===== config.mk =====
export PLATFORM = sky130hd
export DESIGN_NAME = sfifo_flex
export DESIGN_NICKNAME = d
export VERILOG_FILES = /design/src/rtl/fifo_pkg.sv /design/src/rtl/fifo_dpram.sv /design/src/rtl/sfifo_flex.sv
export SDC_FILE = /design/constraint.sdc
export NUM_CORES = 1
export LEC_CHECK = 0
export CAP_MARGIN = 25
export CORE_MARGIN = 3
export CORE_UTILIZATION = 45
export DETAILED_ROUTE_END_ITERATION = 8
export PLACE_DENSITY = 0.66
export SLEW_MARGIN = 20
export SYNTH_ARGS = -nofsm -noshare
export SYNTH_HDL_FRONTEND = slang
export SYNTH_SLANG_ARGS = --single-unit

===== constraint.sdc =====
create_clock -name clk -period 4.4 [get_ports clk]
set_input_delay 0.88 -clock clk [delete_from_list [all_inputs] [get_ports clk]]
set_output_delay 0.88 -clock clk [all_outputs]
set_load 0.005 [all_outputs]

===== src/rtl/fifo_pkg.sv =====
// Shared FIFO definitions: default sizes, count-width helper and error-flag bit positions.
package fifo_pkg;

  localparam int DSIZE_DEF = 8;
  localparam int ASIZE_DEF = 4;

  // Bit positions inside the error vector, shared with the dual-clock FIFO status word.
  localparam int ERR_OVF = 0;
  localparam int ERR_UDF = 1;
  localparam int ERR_W   = 2;

  function automatic int cnt_w(input int asize);
    return asize + 1;
  endfunction

endpackage


===== src/rtl/fifo_dpram.sv =====
// Storage array for the FIFOs: synchronous write port, asynchronous read port, no reset.
module fifo_dpram #(
  parameter int dsize = 8,
  parameter int asize = 4
) (
  input  logic             clk,
  input  logic             we,
  input  logic [asize-1:0] waddr,
  input  logic [dsize-1:0] wdata,
  input  logic [asize-1:0] raddr,
  output logic [dsize-1:0] rdata
);

  logic [dsize-1:0] mem [2**asize];

  always_ff @(posedge clk) begin
    if (we) mem[waddr] <= wdata;
  end

  assign rdata = mem[raddr];

endmodule


===== src/rtl/sfifo_flex.sv =====
// Single-clock FIFO with fill count, almost flags, sticky errors, flush and optional output register.
module sfifo_flex
  import fifo_pkg::*;
#(
  parameter int dsize  = DSIZE_DEF,
  parameter int asize  = ASIZE_DEF,
  parameter int afull  = 14,
  parameter int aempty = 2,
  parameter int oreg   = 0
) (
  input  logic             clk,
  input  logic             rstn,
  input  logic             flush,
  input  logic             err_clr,
  input  logic             wren,
  input  logic [dsize-1:0] wdata,
  output logic             wfull,
  output logic             walmost_full,
  input  logic             rden,
  output logic [dsize-1:0] rdata,
  output logic             rvalid,
  output logic             rempty,
  output logic             ralmost_empty,
  output logic [asize:0]   count,
  output logic             overflow,
  output logic             underflow
);

  localparam int CW = cnt_w(asize);
  localparam logic [CW-1:0] DEPTH_C  = CW'(2**asize);
  localparam logic [CW-1:0] AFULL_C  = CW'(afull);
  localparam logic [CW-1:0] AEMPTY_C = CW'(aempty);

  logic [CW-1:0]     wbin, rbin, wbin_next, rbin_next, count_next;
  logic              wr_acc, rd_acc;
  logic [ERR_W-1:0]  err, err_set, err_next;
  logic [dsize-1:0]  ram_q;

  // Flush discards any concurrent request so no pointer moves and no error is raised.
  assign wr_acc = wren && !wfull && !flush;
  assign rd_acc = rden && !rempty && !flush;

  assign wbin_next  = flush ? '0 : wbin + CW'(wr_acc);
  assign rbin_next  = flush ? '0 : rbin + CW'(rd_acc);
  assign count_next = wbin_next - rbin_next;

  always_ff @(posedge clk or negedge rstn) begin
    if (!rstn) begin
      wbin          <= '0;
      rbin          <= '0;
      count         <= '0;
      wfull         <= 1'b0;
      walmost_full  <= 1'b0;
      rempty        <= 1'b1;
      ralmost_empty <= 1'b1;
    end else begin
      wbin          <= wbin_next;
      rbin          <= rbin_next;
      count         <= count_next;
      wfull         <= (count_next == DEPTH_C);
      walmost_full  <= (count_next >= AFULL_C);
      rempty        <= (wbin_next == rbin_next);
      ralmost_empty <= (count_next <= AEMPTY_C);
    end
  end

  always_comb begin
    err_set          = '0;
    err_set[ERR_OVF] = wren && wfull && !flush;
    err_set[ERR_UDF] = rden && rempty && !flush;
    // A new error in the same cycle as err_clr stays set.
    if (flush) err_next = '0;
    else       err_next = err_set | (err & {ERR_W{!err_clr}});
  end

  always_ff @(posedge clk or negedge rstn) begin
    if (!rstn) err <= '0;
    else       err <= err_next;
  end

  assign overflow  = err[ERR_OVF];
  assign underflow = err[ERR_UDF];

  fifo_dpram #(.dsize(dsize), .asize(asize)) u_ram (
    .clk   (clk),
    .we    (wr_acc),
    .waddr (wbin[asize-1:0]),
    .wdata (wdata),
    .raddr (rbin[asize-1:0]),
    .rdata (ram_q)
  );

  generate
    if (oreg == 0) begin : g_show_ahead
      assign rdata  = ram_q;
      assign rvalid = !rempty;
    end else begin : g_oreg
      logic [dsize-1:0] rdata_q;
      logic             rvalid_q;

      always_ff @(posedge clk or negedge rstn) begin
        if (!rstn) begin
          rdata_q  <= '0;
          rvalid_q <= 1'b0;
        end else if (flush) begin
          rdata_q  <= '0;
          rvalid_q <= 1'b0;
        end else begin
          rvalid_q <= rd_acc;
          if (rd_acc) rdata_q <= ram_q;
        end
      end

      assign rdata  = rdata_q;
      assign rvalid = rvalid_q;
    end
  endgenerate

endmodule


==> run summary <==
Max Clock Skew: 0.0105 ns
number of synthesized flops with an enable pin: 128
cell family with most CP delay: multiplexers
maximum buffer depth of the clock tree: 2
Synth area leaders: sky130_fd_sc_hd__edfxtp_1, sky130_fd_sc_hd__dfrtp_1, sky130_fd_sc_hd__mux4_1
total of endpoints with negative setup slack in the final report: 0
delay of the slowest cell on the worst path: 0.64 ns
CP max FO: 25
setup repair after global routing missed its margin: no
count of input and output buffers: 33
CTS clock-pin slew for the worst setup and hold paths: 0.06 ns
static leakage: 2.48 nW
total count of max-transition violations in the final report: 0
final standard cell area without fillers: 7250 µm²
Max IR drop VDD: 0.282 mV
ratio of final minimum period to clock period: 85.7%
number of nets in the layout: 366
transition time at the pin with the least slew margin: 0.957 ns
max cap viols: 0
worst hold path startpoint: err[0]
Final Routed Wirelength: 11.4 mm
Yosys top cell area share: 63.3%
clock sink count: 149
setup fix buffers added after clock tree synthesis: 0
worst min-delay path class: reg -> reg
vertical die dimension: 122 µm
DR DRC count: 0
share of post-route cells with drive strength above 1: 20.6%
fraction of synthesis flops using an asynchronous set or reset pin: 14.1%
initial antenna violation count: 0
fmax: 265 MHz
basic-gate share of the synthesized area counting and, or, nand and nor cells: 4.52%
aggregate global routing overflow: 0
flops & latches, synth: 149
compound-cell area share of the yosys netlist: 1.73%
kind of end point of the critical path: primary output
first-pass GRT wire length: 17.6 mm
run status: complete, no violations
number of gates resized after CTS: 0
accumulated negative setup slack: 0 ns
most instantiated flip-flop cell in the synthesis netlist: sky130_fd_sc_hd__edfxtp_1
required time of the critical path: 3.52 ns
buffer type at the clock tree root: sky130_fd_sc_hd__clkbuf_16
commonest non-fill, non-tap cells in the layout: sky130_fd_sc_hd__edfxtp_1, sky130_fd_sc_hd__clkdlybuf4s50_1, sky130_fd_sc_hd__nor2_1, sky130_fd_sc_hd__mux4_2, sky130_fd_sc_hd__mux4_1
Total GRT Usage: 16.9%
clock tree from TritonCTS: done
effective utilization at floorplan: 47.1%
Area after DPL: 6600 µm²
count of final hold-check violations: 0
adder and majority gate portion of the synthesized area: 1.98%
startpoint types: register
full die area: 14,900 µm²
number of iterations in the first detailed-routing pass: 5
commonest non-fill, non-tap cell in the layout: sky130_fd_sc_hd__edfxtp_1
Avg Vias per Cell: 5.47
post-synth cell types: 44
DP Wirelength: 7.05 mm
Crit-path slowest cell: sky130_fd_sc_hd__mux4_1
Pwr Density: 455 nW/µm²
worst slew slack as a fraction of its limit: 36.0%
total of warnings raised by yosys: 0
maximum number of pins on one net before global-route repair: 35
arrival time of data at the critical path endpoint: 2.89 ns
H-tree levels: 4
count of fill cells added during filler insertion: 956
final RePlAce weighted congestion: 0.780
post-layout min period: 3.77 ns
largest area contributor in the netlist: sky130_fd_sc_hd__edfxtp_1
Area Growth Syn to Fin: 19.5%
Buf/Inv on CP: 2
FP Rows: 41
start of the worst register-to-register path: rbin[1]
worst-skew pair later-pin latency: 0.42 ns
instance count of the mapped netlist: 290
combinational family with the most area after synthesis: multiplexers
post-layout total power: 3.30 mW
via count: 2,884
initial detailed-routing violation count: 282
syn_nets: 313
fraction of the yosys area taken by sequential cells: 72.0%
critical setup path kind: reg -> out
Mapped Area: 6070 µm²
hold buffer count at cts: 0
multiplexer share of the synthesized area: 16.0%
count of boundary I/O pins: 34
Critical Path Source: rbin[0]
parity-gate share of the synthesized area counting xor and xnor cells: 1.40%
mean instance size in the synthesized netlist: 20.9 µm²
count of inserted antenna diode cells: 0
final core utilization: 56.3%
crit-path cells: buf_12 -> mux4_1 -> mux4_2 -> clkdlybuf4s50_1
worst hold margin: 0.542 ns
number of nets with antenna violations after routing: 0
chip width: 122 µm
core region area: 12,900 µm²
vias in the first global route: 3,002
wire per inst: 21.6 µm
number of buffers inserted during clock tree synthesis: 17
[worst reg2reg max path, cell delays in order, from the launching register on]
cell and delay, ns:
sky130_fd_sc_hd__dfrtp_2 0.90, sky130_fd_sc_hd__ha_1 0.32, sky130_fd_sc_hd__xor2_1 0.16, sky130_fd_sc_hd__nand2b_1 0.12, sky130_fd_sc_hd__ha_1 0.36, sky130_fd_sc_hd__a21o_1 0.20
sky130_fd_sc_hd__a21oi_1 0.16, sky130_fd_sc_hd__xnor3_2 0.32, sky130_fd_sc_hd__nor4b_2 0.18
[where the power goes]
part           switching (mW)  total (mW)  internal [mW]
registers              0.0149        1.57           1.56
logic                  0.0790       0.178         0.0993
clock network           0.546        1.55           1.00
[stage by stage]
step | std cells | setup WS, ns
floorplan | 290 | 1.30
global placement | 495 | 0.607
detailed placement | 495 | 0.526
CTS | 526 | 0.583
global route | 527 | 0.505
finish | 527 | 0.629
[synthesized netlist by cell type, drive strengths merged, types with 2 or more instances]
| master | instances |
|---|---|
| xnor2 | 3 |
| a21o | 2 |
| xor2 | 4 |
| nor2 | 20 |
| nand3b | 2 |
| ha | 8 |
| nand2 | 2 |
| a22oi | 2 |
| nand2b | 6 |
| a21oi | 2 |
| edfxtp | 128 |
| nand3 | 4 |
| dfstp | 2 |
| inv | 9 |
| mux2i | 3 |
| mux4 | 38 |
| nor2b | 5 |
| dfrtp | 19 |
| nor3 | 4 |
| nor3b | 2 |
| buf | 10 |
[sequential cells by signal, indices dropped and copies added (netlist names)]
| signal | count |
|---|---|
| ralmost_empty | 1 |
| walmost_full | 1 |
| wbin | 5 |
| wfull | 1 |
| count | 5 |
| rbin | 5 |
| err | 2 |
| u_ram.mem | 128 |
| rempty | 1 |
[area by class of cell]
type	instances	area, µm²	share of cell area (%)
sequential	149	4370	60.3
multi-input combinational	121	1550	21.4
timing repair buffer	45	440	6.08
clock buffer	18	429	5.92
tap	172	215	2.97
clock inverter	13	204	2.81
inverter	9	33.8	0.466
[final timing paths]
check,end,slack [ns],cells after the start
max in group asynchronous,rempty,3.19,2
hold reg to reg,err[0],0.54,2
min in group asynchronous,rbin[4],0.72,1
hold / removal,err[0],0.54,2
setup / recovery,rdata[6],0.63,4
setup reg to reg,wfull,1.53,8
[cells by family (layout without fill, tap and decap cells)]
| logic type | Yosys count | in the layout |
|---|---|---|
| adder cells (fa/ha/maj) | 9 | 9 |
| AND/OR/NAND/NOR | 50 | 50 |
| buffers and inverters | 20 | 85 |
| AO/OA/AOI/OAI | 12 | 12 |
| flip-flops | 149 | 149 |
| XOR/XNOR | 8 | 8 |
| multiplexers | 42 | 42 |
[layer usage]
| metal | vias up | part of all wire, % | GRT usage [%] |
|---|---|---|---|
| met5 | - | 0 | 0 |
| met4 | 0 | 1.7 | 6.09 |
| met3 | 13 | 5.4 | 4.18 |
| met2 | 85 | 48 | 25.9 |
| met1 | 1496 | 45 | 24.0 |
| li1 | 1290 | - | - |
(Power assumes the default switching activity.)
